File: src/rtl/weight_pkg.sv
// rtl/weight_pkg.sv - shared types and defaults for the weight RAM sequencing controller
//
// Purpose : FSM state encoding, requester identifiers and default geometry
//           for weight_seq_ctrl and its arbiter wctrl_arb.
// Contents: WP_N, WP_DEPTH, WP_ADDR_W defaults; state_t; req_id_t.
package weight_pkg;

    localparam int WP_N      = 10;
    localparam int WP_DEPTH  = 65;
    localparam int WP_ADDR_W = 7;

    typedef enum logic [1:0] {
        ST_IDLE   = 2'd0,
        ST_INIT   = 2'd1,
        ST_ACCESS = 2'd2
    } state_t;

    // Bit position of each requester in the request/grant vectors.
    typedef enum logic {
        REQ_RD = 1'b0,
        REQ_WR = 1'b1
    } req_id_t;

endpackage

File: src/rtl/wctrl_arb.sv
// rtl/wctrl_arb.sv - two-requester arbiter for the weight RAM port
//
// Purpose : picks one of the read/write requesters, one-hot grant out.
// Config  : WCTRL_RR_ARB_EN defined -> round-robin, last winner loses a tie;
//           undefined -> fixed priority, write over read.
// Ports   : clk_i, rst_i, accept_i (round-robin build only) - pointer clock,
//           sync active-high reset, and "grant was taken" strobe
//           req_i[1:0]  - {wr, rd} requests
//           gnt_o[1:0]  - {wr, rd} one-hot grant (combinational)
module wctrl_arb
    import weight_pkg::*;
(
`ifdef WCTRL_RR_ARB_EN
    input  logic       clk_i,
    input  logic       rst_i,
    input  logic       accept_i,
`endif
    input  logic [1:0] req_i,
    output logic [1:0] gnt_o
);

`ifdef WCTRL_RR_ARB_EN
    req_id_t last_q;

    always_comb begin
        gnt_o = req_i;
        if (req_i == 2'b11) begin
            gnt_o = (last_q == REQ_WR) ? 2'b01 : 2'b10;
        end
    end

    // Reset to "read won last" so the first tie goes to the writer,
    // matching the fixed-priority build's first decision.
    always_ff @(posedge clk_i) begin
        if (rst_i) begin
            last_q <= REQ_RD;
        end else if (accept_i && (gnt_o != 2'b00)) begin
            last_q <= gnt_o[1] ? REQ_WR : REQ_RD;
        end
    end
`else
    always_comb begin
        gnt_o = 2'b00;
        if (req_i[1]) begin
            gnt_o[1] = 1'b1;
        end else if (req_i[0]) begin
            gnt_o[0] = 1'b1;
        end
    end
`endif

endmodule

File: src/rtl/weight_seq_ctrl.sv
// rtl/weight_seq_ctrl.sv - weight RAM sweep/burst sequencing controller
//
// Purpose : runs a DEPTH-cycle random-fill sweep of the weight RAM on
//           init_req_i, otherwise arbitrates inference reads and trainer
//           writes into single-cycle RAM accesses with range checking.
// Config  : WCTRL_RR_ARB_EN selects round-robin arbitration (see wctrl_arb).
// Ports   : clk_i, rst_i (sync, active-high)
//           init_req_i / init_busy_o / init_done_o - sweep control
//           rd_req_i, rd_addr_i, wr_req_i, wr_addr_i - burst requests
//           rd_gnt_o, wr_gnt_o, rd_valid_o, addr_err_o - access status
//           ram_in_o, ram_we_o, ram_addr_o           - RAM controls
module weight_seq_ctrl
    import weight_pkg::*;
#(
    parameter int N      = WP_N,
    parameter int DEPTH  = WP_DEPTH,
    parameter int ADDR_W = WP_ADDR_W
) (
    input  logic              clk_i,
    input  logic              rst_i,
    input  logic              init_req_i,
    output logic              init_busy_o,
    output logic              init_done_o,
    input  logic              rd_req_i,
    input  logic [ADDR_W-1:0] rd_addr_i,
    input  logic              wr_req_i,
    input  logic [ADDR_W-1:0] wr_addr_i,
    output logic              rd_gnt_o,
    output logic              wr_gnt_o,
    output logic              rd_valid_o,
    output logic              addr_err_o,
    output logic              ram_in_o,
    output logic              ram_we_o,
    output logic [ADDR_W-1:0] ram_addr_o
);

    localparam logic [ADDR_W-1:0] CNT_LAST = (ADDR_W)'(DEPTH - 1);
    localparam logic [ADDR_W:0]   BURST_N  = (ADDR_W+1)'(N);
    localparam logic [ADDR_W:0]   DEPTH_W  = (ADDR_W+1)'(DEPTH);

    state_t            state_q;
    logic [ADDR_W-1:0] cnt_q;
    logic              init_busy_q, init_done_q;
    logic              rd_gnt_q, wr_gnt_q, rd_valid_q, addr_err_q;
    logic              ram_in_q, ram_we_q;
    logic [ADDR_W-1:0] ram_addr_q;

    logic [1:0]        gnt_d;
    logic              accept_d;
    logic [ADDR_W-1:0] win_addr_d;
    logic [ADDR_W:0]   burst_end_d;
    logic              err_d;

    // Grants are only taken in IDLE and only when no sweep is being started.
    assign accept_d = (state_q == ST_IDLE) && !init_req_i;

    wctrl_arb u_arb (
`ifdef WCTRL_RR_ARB_EN
        .clk_i    (clk_i),
        .rst_i    (rst_i),
        .accept_i (accept_d),
`endif
        .req_i    ({wr_req_i, rd_req_i}),
        .gnt_o    (gnt_d)
    );

    // One extra bit so base+N cannot wrap before the compare.
    assign win_addr_d  = gnt_d[1] ? wr_addr_i : rd_addr_i;
    assign burst_end_d = {1'b0, win_addr_d} + BURST_N;
    assign err_d       = burst_end_d > DEPTH_W;

    always_ff @(posedge clk_i) begin
        if (rst_i) begin
            state_q     <= ST_IDLE;
            cnt_q       <= '0;
            init_busy_q <= 1'b0;
            init_done_q <= 1'b0;
            rd_gnt_q    <= 1'b0;
            wr_gnt_q    <= 1'b0;
            rd_valid_q  <= 1'b0;
            addr_err_q  <= 1'b0;
            ram_in_q    <= 1'b0;
            ram_we_q    <= 1'b0;
            ram_addr_q  <= '0;
        end else begin
            // Pulses default low every cycle.
            init_done_q <= 1'b0;
            rd_gnt_q    <= 1'b0;
            wr_gnt_q    <= 1'b0;
            rd_valid_q  <= 1'b0;
            addr_err_q  <= 1'b0;
            ram_we_q    <= 1'b0;
            case (state_q)
                ST_IDLE: begin
                    if (init_req_i) begin
                        state_q     <= ST_INIT;
                        cnt_q       <= '0;
                        init_busy_q <= 1'b1;
                        ram_in_q    <= 1'b1;
                    end else if (gnt_d != 2'b00) begin
                        state_q    <= ST_ACCESS;
                        rd_gnt_q   <= gnt_d[0];
                        wr_gnt_q   <= gnt_d[1];
                        ram_addr_q <= win_addr_d;
                        ram_we_q   <= gnt_d[1] && !err_d;
                        addr_err_q <= err_d;
                    end
                end
                ST_INIT: begin
                    if (cnt_q == CNT_LAST) begin
                        state_q     <= ST_IDLE;
                        init_busy_q <= 1'b0;
                        ram_in_q    <= 1'b0;
                        init_done_q <= 1'b1;
                    end else begin
                        cnt_q <= cnt_q + 1'b1;
                    end
                end
                ST_ACCESS: begin
                    // RAM Q carries the burst one cycle after the issue cycle.
                    state_q    <= ST_IDLE;
                    rd_valid_q <= rd_gnt_q && !addr_err_q;
                end
                default: state_q <= ST_IDLE;
            endcase
        end
    end

    assign init_busy_o = init_busy_q;
    assign init_done_o = init_done_q;
    assign rd_gnt_o    = rd_gnt_q;
    assign wr_gnt_o    = wr_gnt_q;
    assign rd_valid_o  = rd_valid_q;
    assign addr_err_o  = addr_err_q;
    assign ram_in_o    = ram_in_q;
    assign ram_we_o    = ram_we_q;
    assign ram_addr_o  = ram_addr_q;

endmodule

File: config.mk
export PLATFORM = sky130hd
export DESIGN_NAME = weight_seq_ctrl
export DESIGN_NICKNAME = d
export VERILOG_FILES = /design/src/rtl/weight_pkg.sv /design/src/rtl/wctrl_arb.sv /design/src/rtl/weight_seq_ctrl.sv
export SDC_FILE = /design/constraint.sdc
export NUM_CORES = 1
export LEC_CHECK = 0
export CORE_MARGIN = 2
export CORE_UTILIZATION = 25
export CTS_BUF_LIST = sky130_fd_sc_hd__clkbuf_4
export DETAILED_ROUTE_END_ITERATION = 10
export PLACE_DENSITY = 0.47
export SLEW_MARGIN = 20
export SYNTH_ARGS = -nofsm -noshare
export SYNTH_HDL_FRONTEND = slang
export SYNTH_SLANG_ARGS = --single-unit
File: constraint.sdc
create_clock -name clk_i -period 1.8 [get_ports clk_i]
set_input_delay 0.36 -clock clk_i [delete_from_list [all_inputs] [get_ports clk_i]]
set_output_delay 0.36 -clock clk_i [all_outputs]
set_load 0.1 [all_outputs]
---- Yosys cells after proc, flatten, opt, wreduce, memory -nomap -nowiden ----
Cells that the tools add are included.
word-level totals
  bits in registers ....................... 23
  bits in latches ......................... 0
  memory bits (writable) .................. 0
  ROM bits ................................ 0
  input port bits ......................... 19
  memories ................................ 0
cells by class
  $add $sub $neg .......................... 2
  multiply operators ...................... 0
  divide/modulo/power cells ............... 0
  order comparisons ....................... 1
  equal/unequal tests ..................... 7
  shifts and indexed selects .............. 0
  multiplexer cells ....................... 15
  bitwise logic cells ..................... 5
  reductions and logical operators ........ 14
operators with widths
  cell                   number
  $mux W7                3
  $pmux W7 S2            1
  $reduce_and A3 Y1      3
  $add A7 B4 Y8 const B  1
  $gt A8 B7 Y1 const B   1
  $add A7 B1 Y7 const B  1
  $eq A7 B7 Y1 const B   1
  $mux W1                6
  $mux W2                3
  $ne A2 B2 Y1 const B   3
  $not A1 Y1             5
  $pmux W2 S2            1
  $reduce_bool A2 Y1     2
  $reduce_or A2 Y1       2
  $reduce_or A4 Y1       1
  $ne A3 B2 Y1 const B   1
  $eq A2 B1 Y1 const B   1
  $eq A2 B2 Y1 const B   1
  $logic_and A1 B1 Y1    2
  $logic_not A1 Y1       2
  $logic_not A2 Y1       1
  $pmux W1 S2            1
  $reduce_and A2 Y1      1

---- Logic depth before layout (Yosys ltp) ----
Gate-level depths: netlist of run 1.
  depth after elaboration ................. 6
  mapped depth ............................ 11

---- Hierarchy ----
Synthesis of run 1 repeated with hierarchy kept, for this count alone.
unflattened totals
  cells, all modules ...................... 122
  area total of the unflattened synthesis .. 1151.1 µm²
modules (own cells, without submodules)
  module           times used  cells each  area each (µm²)  sequential area each (µm²)
  weight_seq_ctrl  1           120         1129.8           460.4
  wctrl_arb        1           2           21.3             0.0

---- Worst setup path before layout of run 1 ----
Ideal clock, no wire load.
  path kind ............................... in2reg
  start ................................... input port wr_req_i
  end ..................................... register ram_we_q (netlist: ram_we_o)
  data arrival time ....................... 1851 ps
  data required time ...................... 1741 ps
  setup slack ............................. -111 ps
  stages on the path ...................... 11
  buffers on the path ..................... 2
  cell sequence ........................... buf_6 -> buf_8 -> nand2_1 -> o21a_2 -> inv_2 -> ha_1 -> nand2b_1 -> nor4_1 -> nand2_1 -> o311ai_2 -> and2_1
on the way
  cells in the longest elaborated chain, start to end .. 6
  elaborated cells on any way between the ends .. 10
  those cells by class .................... add/sub: 1; order compare: 1; mux: 3; bitwise: 1; reduce/logical: 4
RTL lines
  what                     RTL line                text
  from (decl)              weight_seq_ctrl.sv:26   input logic wr_req_i,
  $mux W1                  wctrl_arb.sv:44         if (req_i[1]) begin
  $mux W7                  weight_seq_ctrl.sv:68   assign win_addr_d = gnt_d[1] ? wr_addr_i : rd_addr_i;
  named net win_addr_d[1]  weight_seq_ctrl.sv:50   logic [ADDR_W-1:0] win_addr_d;
  $add A7 B4 Y8            weight_seq_ctrl.sv:69   assign burst_end_d = {1'b0, win_addr_d} + BURST_N;
  $gt A8 B7 Y1             weight_seq_ctrl.sv:70   assign err_d = burst_end_d > DEPTH_W;
  $logic_not A1 Y1         weight_seq_ctrl.sv:105  ram_we_q <= gnt_d[1] && !err_d;
  $logic_and A1 B1 Y1      weight_seq_ctrl.sv:105
  to (signal assigned)     weight_seq_ctrl.sv:105
  to (decl)                weight_seq_ctrl.sv:45   logic ram_in_q, ram_we_q;
The timed path passes the listed nets, and every way through them passes these cells.
A chain may end at the register's enable or synchronous reset.

---- Worst setup path in the final report of run 1 ----
  start ................................... input port rd_addr_i[1]
  end ..................................... register ram_we_q (netlist: ram_we_o)
on the way
  cells in the longest elaborated chain, start to end .. 5
RTL lines
  what                     RTL line                text
  from (decl)              weight_seq_ctrl.sv:25   input logic [ADDR_W-1:0] rd_addr_i,
  $mux W7                  weight_seq_ctrl.sv:68
  named net win_addr_d[1]  weight_seq_ctrl.sv:50
  $add A7 B4 Y8            weight_seq_ctrl.sv:69
  $gt A8 B7 Y1             weight_seq_ctrl.sv:70
  $logic_not A1 Y1         weight_seq_ctrl.sv:105
  $logic_and A1 B1 Y1      weight_seq_ctrl.sv:105
The timed path passes the listed nets, and every way through them passes these cells.

==> results of run 1 <==
==> critical path, stage by stage <==
cell and delay, ns:
clkdlybuf4s50_1 0.47, inv_2 0.04, o21a_4 0.21, inv_4 0.06, ha_4 0.19, nand2b_4 0.14
a31oi_1 0.15, o21ai_1 0.10, o311ai_2 0.09, and2_1 0.16
==> stage by stage <==
stage	power [µW]	utilization, %	area, µm²	hold WS, ns
2_1_floorplan	834	-	1180	0.432
3_3_place_gp	1020	41.2	1820	0.466
3_5_place_dp	1030	41.2	1820	0.476
4_1_cts	1270	42.3	1870	0.494
5_1_grt	1330	42.9	1890	0.523
6_report	1260	42.9	1890	0.491
==> cell usage after synthesis (all sizes together) <==
cell     n  area (µm²)
dfxtp   23         460
nor2    20        75.1
nand2    7        26.3
mux2i    6        60.1
a211oi   5        42.5
buf      5        43.8
inv      5        18.8
a21oi    4        20.0
mux2     4        52.6
ha       3        37.5
nand4    3        18.8
nor4     3        33.8
o21ai    3        15.0
xor2     3        26.3
and2     2        12.5
nand2b   2        12.5
nor2b    2        12.5
nor3     2        10.0
a21o     1        7.51
a22oi    1        7.51
a311oi   1        15.0
a31oi    1        6.26
a41oi    1        8.76
and2b    1        7.51
and3b    1        8.76
clkbuf   1        3.75
nand3    1        5.00
nand3b   1        20.0
nor3b    1        7.51
nor4b    1        15.0
o21a     1        8.76
o21ba    1        10.0
o311ai   1        16.3
o32ai    1        8.76
or2      1        6.26
or3      1        6.26
xnor2    1        8.76
==> routing by layer <==
layer | vias to the layer above | wire length [µm] | track usage [%]
met4 | 0 | 21 | 3.77
met3 | 2 | 143 | 2.78
li1 | 528 | - | -
met1 | 467 | 1230 | 14.0
met2 | 23 | 1280 | 19.4
met5 | - | 0 | 0
==> final cells by class <==
class	count	area, µm²	area share [%]
clock buffers	3	22.5	1.19
clock inverters	1	5.00	0.265
inverters	5	21.3	1.12
multi-input cells	87	668	35.3
flip-flops and latches	23	462	24.4
well taps	52	65.1	3.44
repair buffers	54	648	34.3
==> cells by family after synthesis <==
logic type,after synthesis,synth area share (%)
simple gates,49,24.0
mux,10,9.74
compound gates,21,14.4
fa+ha+maj,3,3.25
buf+inv,11,5.73
xor+xnor,4,3.03
flops,23,39.8
==> how the worst max path moves through the flow <==
stage | endpoint | cells after the start | startpoint | slack (ns)
5_1_grt | addr_err_o$_SDFF_PP0_ | 11 | wr_req_i | 0.007
3_3_place_gp | addr_err_o$_SDFF_PP0_ | 8 | wr_req_i | -0.40
2_1_floorplan | ram_we_o$_SDFF_PP0_ | 8 | wr_req_i | 0.02
6_report | ram_we_o$_SDFF_PP0_ | 10 | rd_addr_i[1] | 0.09
4_1_cts | addr_err_o$_SDFF_PP0_ | 8 | rd_addr_i[2] | 0.03
3_5_place_dp | ram_we_o$_SDFF_PP0_ | 11 | wr_req_i | -0.44
==> report_power, final <==
part           internal [µW]  switching [µW]  total [µW]
registers                532            30.8         562
logic                    211             247         459
clock network           82.9             158         241
total                    826             436        1260
==> what timing repair did <==
action,in CTS,in global routing
resized for setup,4,6
pin swaps,0,4
gates cloned,0,0
buffers inserted,1,2
endpoints found under the setup margin,2,2
hold endpoints to repair,0,0
==> flow_metrics.tcl, run 1 <==
set metrics [dict create \
    critPathMaxFanout 2 \
    crit_type "in -> reg" \
    die_width_um 72.0 \
    regToRegStartpoint "cnt_q[0]$_SDFFE_PP0P_" \
    holdBufCountCts 0 \
    io_pins 34 \
    syn_area_per_cell_um2 9.55 \
    cts_inserted_buffers 3 \
    drt_first_pass_iters 4 \
    syn_area_um2 1160 \
    final_cell_mix "dfxtp_1, nor2_1, buf_4" \
    layout.nets 196 \
    htreeDepth 1 \
    grt_overflow 0 \
    p_per_area_nw_per_um2 667 \
    cap_violations 0 \
    floorplan.initialDensity_pct 26.2 \
    ys_warn_count 0 \
    power.leakage_uw 0.000777 \
    layout_commonest_cell "dfxtp_1" \
    cp-end-kind "flop" \
    grt_pass1_wl_um 4680 \
    critPathLaunchType "input pin" \
    die_h_um 72.0 \
    clk_pin_slew_ns 0.13 \
    outcome "finished, final reports clean" \
    slew_violations 0 \
    yosysSeqAreaShare_pct 39.8 \
    reg2reg_slack_ns 0.17 \
    drt_iter0_markers 22 \
    place_congestion 0.814 \
    tightestPinTransition_ns 0.354 \
    min_to "cnt_q[6]$_SDFFE_PP0P_" \
    grtUsageTotal_pct 11.4 \
    fin_crit_sh_pct 94.8 \
    antenna_found_initial 0 \
    num_antenna_cells 0 \
    hold_path.class "reg -> reg" \
    wl_um 2670 \
    synth-seq-cells 23 \
    r2r_end "cnt_q[3]$_SDFFE_PP0P_" \
    place_ws_ns -0.437 \
    tritoncts "done" \
    cts_root_buffer "clkbuf_4" \
    hold_viol_final 0 \
    numPortBuffers 33 \
    fin_cells 225 \
    relSlewSlack_pct 76.4 \
    clockBufferDepth 2 \
    min_period_ns 1.71 \
    skew_ns 0.00148 \
    drive_gt1_share_pct 34.7 \
    ys_types 45 \
    ant_nets 0 \
    core_um2 4410 \
    crit_arrival_ns 1.97 \
    place_inst 218 \
    min_path_cells 2 \
    wire_per_inst_um 11.9 \
    setup_viol 0 \
    cp_data_required_time_ns 2.06 \
    synth_fp_nets 143 \
    clk_latency_ns 0.31 \
    synthesis.instances 121 \
    setup_tns_ns 0 \
    via_per_inst 4.53 \
    first_global_vias 1083 \
    fin_ws_ns 0.0930 \
    fillers 400 \
    drc 0 \
    hp-start "cnt_q[6]$_SDFFE_PP0P_" \
    clock_sinks 23 \
    ir_drop_mv 0.259 \
    via_count 1020 \
    area_delta_synth_final_pct 63.6 \
    dp_hpwl_um 2150 \
    fmax_mhz 586 \
    grt_max_degree 16 \
    die_area_um2 5180 \
    rows 24 \
    rsz0062_at_grt "false" \
    worstRegToRegCells 8 \
]
Note: power is estimated with default switching activity, not from simulation.
==> run 2: changes to the inputs <==
CAP_MARGIN = 20   (was default)
PLACE_DENSITY = default   (was 0.47)
==> flow_metrics.tcl, run 2 (synthesis results as in run 1) <==
set metrics [dict create \
    die_area_um2 5180 \
    drive_gt1_share_pct 33.3 \
    critPathCapture "ram_we_o$_SDFF_PP0_" \
    tightestPinTransition_ns 0.268 \
    die_width_um 72.0 \
    relSlewSlack_pct 81.6 \
    min_path_cells 2 \
    clockBufferDepth 2 \
    numPortBuffers 33 \
    drt_first_pass_iters 4 \
    crit_type "in -> reg" \
    clk_latency_ns 0.31 \
    num_antenna_cells 0 \
    clk_pin_slew_ns 0.13 \
    slew_violations 0 \
    wl_met3_um 91 \
    layout_commonest_cell "dfxtp_1" \
    cts_inserted_buffers 3 \
    cap_violations 0 \
    drt_iter0_markers 37 \
    ir_drop_mv 0.194 \
    power_uw 1260 \
    floorplan.initialDensity_pct 26.2 \
    first_global_vias 1051 \
    clock_sinks 23 \
    core_um2 4410 \
    final_cell_mix "dfxtp_1, nor2_1, buf_4" \
    fin_crit_sh_pct 96.5 \
    wl_um 2760 \
    antenna_found_initial 0 \
    via_count 1020 \
    dp_hpwl_um 2310 \
    rows 24 \
    dr.max_layer_used "met4" \
    critPathLaunchType "input pin" \
    holdWs_ns 0.503 \
    wire_per_inst_um 12.4 \
    setup_viol 0 \
    layout.nets 194 \
    cts_root_buffer "clkbuf_4" \
    cp_data_required_time_ns 2.07 \
    wl_met2_um 1400 \
    critPathLaunch "rd_addr_i[1]" \
    hold_path.class "reg -> reg" \
    grt_overflow 0 \
    io_pins 34 \
    cp-end-kind "flop" \
    min_period_ns 1.74 \
    grt_pass1_wl_um 4810 \
    holdBufCountCts 0 \
    grt_max_degree 16 \
    fmax_mhz 575 \
    critPathMaxFanout 2 \
    met1_length_um 1240 \
    r2r_end "cnt_q[3]$_SDFFE_PP0P_" \
    worstRegToRegCells 8 \
    htreeDepth 1 \
    area_delta_synth_final_pct 63.0 \
    outcome "finished, final reports clean" \
    ant_nets 0 \
    fillers 420 \
    regToRegStartpoint "cnt_q[1]$_SDFFE_PP0P_" \
    power.leakage_uw 0.000764 \
    skew_ns 0.00364 \
    hold_viol_final 0 \
    p_per_area_nw_per_um2 670 \
    die_h_um 72.0 \
    via_per_inst 4.57 \
    tritoncts "done" \
    reg2reg_slack_ns 0.19 \
    grtUsageTotal_pct 11.9 \
    crit_arrival_ns 2.01 \
    drc 0 \
    fin_util_pct 42.7 \
    place_congestion 0.740 \
]
[run 2: worst min path at each step]
stage / startpoint / endpoint / slack (ns)
floorplan: rst_i / state_q[0]$_SDFFE_PP0P_ / 0.43
CTS: cnt_q[6]$_SDFFE_PP0P_ / cnt_q[6]$_SDFFE_PP0P_ / 0.50
detailed placement: cnt_q[6]$_SDFFE_PP0P_ / cnt_q[6]$_SDFFE_PP0P_ / 0.48
global route: rd_gnt_o$_SDFF_PP0_ / rd_valid_o$_SDFF_PP0_ / 0.54
global placement: cnt_q[6]$_SDFFE_PP0P_ / cnt_q[6]$_SDFFE_PP0P_ / 0.47
finish: cnt_q[6]$_SDFFE_PP0P_ / cnt_q[6]$_SDFFE_PP0P_ / 0.50
[run 2: repair_timing]
item | 4_1_cts | 5_1_grt
setup endpoints to repair | 2 | 5
pin swaps | 0 | 4
setup buffers | 0 | 1
gates resized for setup | 3 | 4
[run 2: layout make-up]
| type | instances | area [µm²] | area share (%) |
|---|---|---|---|
| inverters | 5 | 18.8 | 0.996 |
| clock inverters | 1 | 5.00 | 0.266 |
| well taps | 52 | 65.1 | 3.45 |
| multi-input cells | 87 | 668 | 35.5 |
| repair buffers | 52 | 643 | 34.1 |
| clock buffers | 3 | 22.5 | 1.20 |
| flip-flops and latches | 23 | 462 | 24.5 |
[run 2: power breakdown]
group,switching [µW],internal [µW],total [µW]
registers,28.1,532,560
clock network,156,83.1,240
logic,250,213,463
total,435,827,1260
[run 2: per-layer routing]
metal	track usage [%]	vias up
met5	0	-
met4	5.03	0
met3	1.25	2
met2	21.8	26
met1	14.0	466
li1	-	526
[run 2: per-stage QoR]
stage | cell area, µm² | setup TNS, ns | std cells | setup WS [ns]
floorplan | 1180 | 0 | 121 | 0.0178
global placement | 1830 | -1.21 | 218 | -0.404
detailed placement | 1830 | -1.38 | 218 | -0.441
CTS | 1860 | 0 | 222 | 0.00811
global route | 1880 | -0.0468 | 223 | -0.0378
finish | 1880 | 0 | 223 | 0.0622
[run 2: critical path, stage by stage]
cell and delay, ns:
clkdlybuf4s50_1 0.46, inv_1 0.06, o21a_4 0.21, inv_2 0.07, ha_4 0.20, nand2b_4 0.14
a31oi_1 0.16, o21ai_1 0.10, o311ai_2 0.09, and2_1 0.16
==> run 3: changes to the inputs <==
SETUP_SLACK_MARGIN = 0.2   (was default)
==> flow_metrics.tcl, run 3 (synthesis results as in run 1) <==
set metrics [dict create \
    rsz0062_at_grt "true" \
    fillers 423 \
    relSlewSlack_pct 82.2 \
    power.leakage_uw 0.000758 \
    clock_sinks 23 \
    crit_arrival_ns 1.81 \
    via_per_inst 4.68 \
    multiInputGateArea_um2 721 \
    area_delta_synth_final_pct 65.4 \
    drt_first_pass_iters 4 \
    rows 24 \
    layout_commonest_cell "nor2_1" \
    core_um2 4410 \
    p_per_area_nw_per_um2 663 \
    die_h_um 72.0 \
    holdWs_ns 0.458 \
    grtUsageTotal_pct 11.3 \
    cts_root_buffer "clkbuf_4" \
    crit_type "in -> reg" \
    setup_viol 0 \
    grt_overflow 0 \
    die_width_um 72.0 \
    clk_pin_slew_ns 0.12 \
    fin_util_pct 43.3 \
    min_period_ns 1.57 \
    seqCellArea_um2 467 \
    cp-end-kind "flop" \
    grt_max_degree 16 \
    cts_inserted_buffers 3 \
    layout.nets 193 \
    cp_data_required_time_ns 2.04 \
    place_ws_ns -0.448 \
    ant_nets 0 \
    first_global_vias 1025 \
    wl_um 2770 \
    place_congestion 0.787 \
    io_pins 34 \
    grt_pass1_wl_um 4640 \
    fin_cells 222 \
    slew_violations 0 \
    drc 0 \
    hold_path.class "in -> reg" \
    hold_viol_final 0 \
    fin_ws_ns 0.235 \
    setup_tns_ns 0 \
    numPortBuffers 33 \
    holdBufCountCts 0 \
    ir_drop_mv 0.318 \
    critPathMaxFanout 2 \
    htreeDepth 1 \
    floorplan.initialDensity_pct 26.2 \
    skew_ns 0.00187 \
    clk_latency_ns 0.31 \
    cap_violations 0 \
    drive_gt1_share_pct 40.0 \
    via_count 1040 \
    tightestPinTransition_ns 0.266 \
    fmax_mhz 639 \
    place_inst 214 \
    critPathLaunchType "input pin" \
    wire_per_inst_um 12.5 \
    final_cell_mix "nor2_1, dfxtp_1, buf_4" \
    die_area_um2 5180 \
    dp_hpwl_um 2140 \
    num_antenna_cells 0 \
    antenna_found_initial 0 \
    clockBufferDepth 2 \
    tritoncts "done" \
    fin_crit_sh_pct 87.0 \
    outcome "finished, final reports clean" \
    drt_iter0_markers 39 \
]
-- run 3: cell count changes in the layout (fill, tap and decap cells not counted), moves of 2 or more --
cell             before  now
dlymetal6s2s_1        2    0
dfxtp_1              22   18
dfxtp_2               1    5
dlygate4sd2_1         1    3
inv_2                 1    3
inv_1                 4    1
clkdlybuf4s50_1      15   13
-- run 3: area by class of cell --
type                            instances  share of cell area [%]
Clock inverter                          1                   0.262
Inverter                                5                    1.11
Sequential cell                        23                    24.4
Multi-Input combinational cell         87                    37.7
Tap cell                               52                    3.40
Timing Repair Buffer                   51                    31.9
Clock buffer                            3                    1.18
-- run 3: routing by layer --
metal  wire length, µm  share of wire, %  up-vias  global-route usage (%)
met5                 0                 0        -                       0
met4                46               1.7        0                    3.77
met3               126               4.5        5                    1.94
met2              1370                49       32                    20.4
met1              1240                45      475                    13.4
li1                  -                 -      528                       -
-- run 3: path summary, 6_finish.rpt --
| kind | endpoint | from | cells after the start | slack, ns |
|---|---|---|---|---|
| setup / recovery | addr_err_o$_SDFF_PP0_ | wr_addr_i[2] | 8 | 0.23 |
| hold / removal | wr_gnt_o$_SDFF_PP0_ | wr_req_i | 3 | 0.46 |
| setup reg to reg | cnt_q[3]$_SDFFE_PP0P_ | cnt_q[1]$_SDFFE_PP0P_ | 8 | 0.26 |
| hold reg to reg | cnt_q[6]$_SDFFE_PP0P_ | cnt_q[6]$_SDFFE_PP0P_ | 2 | 0.50 |
-- run 3: power by group --
| group | internal [µW] | total [µW] | switching (µW) |
|---|---|---|---|
| Sequential | 533 | 563 | 30.9 |
| Clock | 83.0 | 236 | 153 |
| Combinational | 210 | 467 | 257 |
-- run 3: metrics by stage --
step / instance area, µm² / total power (µW)
finish: 1910 / 1270
global route: 1910 / 1320
CTS: 1860 / 1260
detailed placement: 1800 / 1020
global placement: 1800 / 1010
floorplan: 1200 / 839
-- run 3: what timing repair did --
action,in CTS,in global routing
pin swaps,6,8
setup buffers,4,0
gates resized for setup,14,12
setup endpoints to repair,6,6
-- run 3: worst max-delay path: stages --
cell           delay (ns)
dlygate4sd2_1        0.24
mux2_4               0.29
ha_4                 0.27
nand2b_4             0.14
a31oi_4              0.08
o21ai_2              0.13
o311ai_2             0.12
nor3b_1              0.17
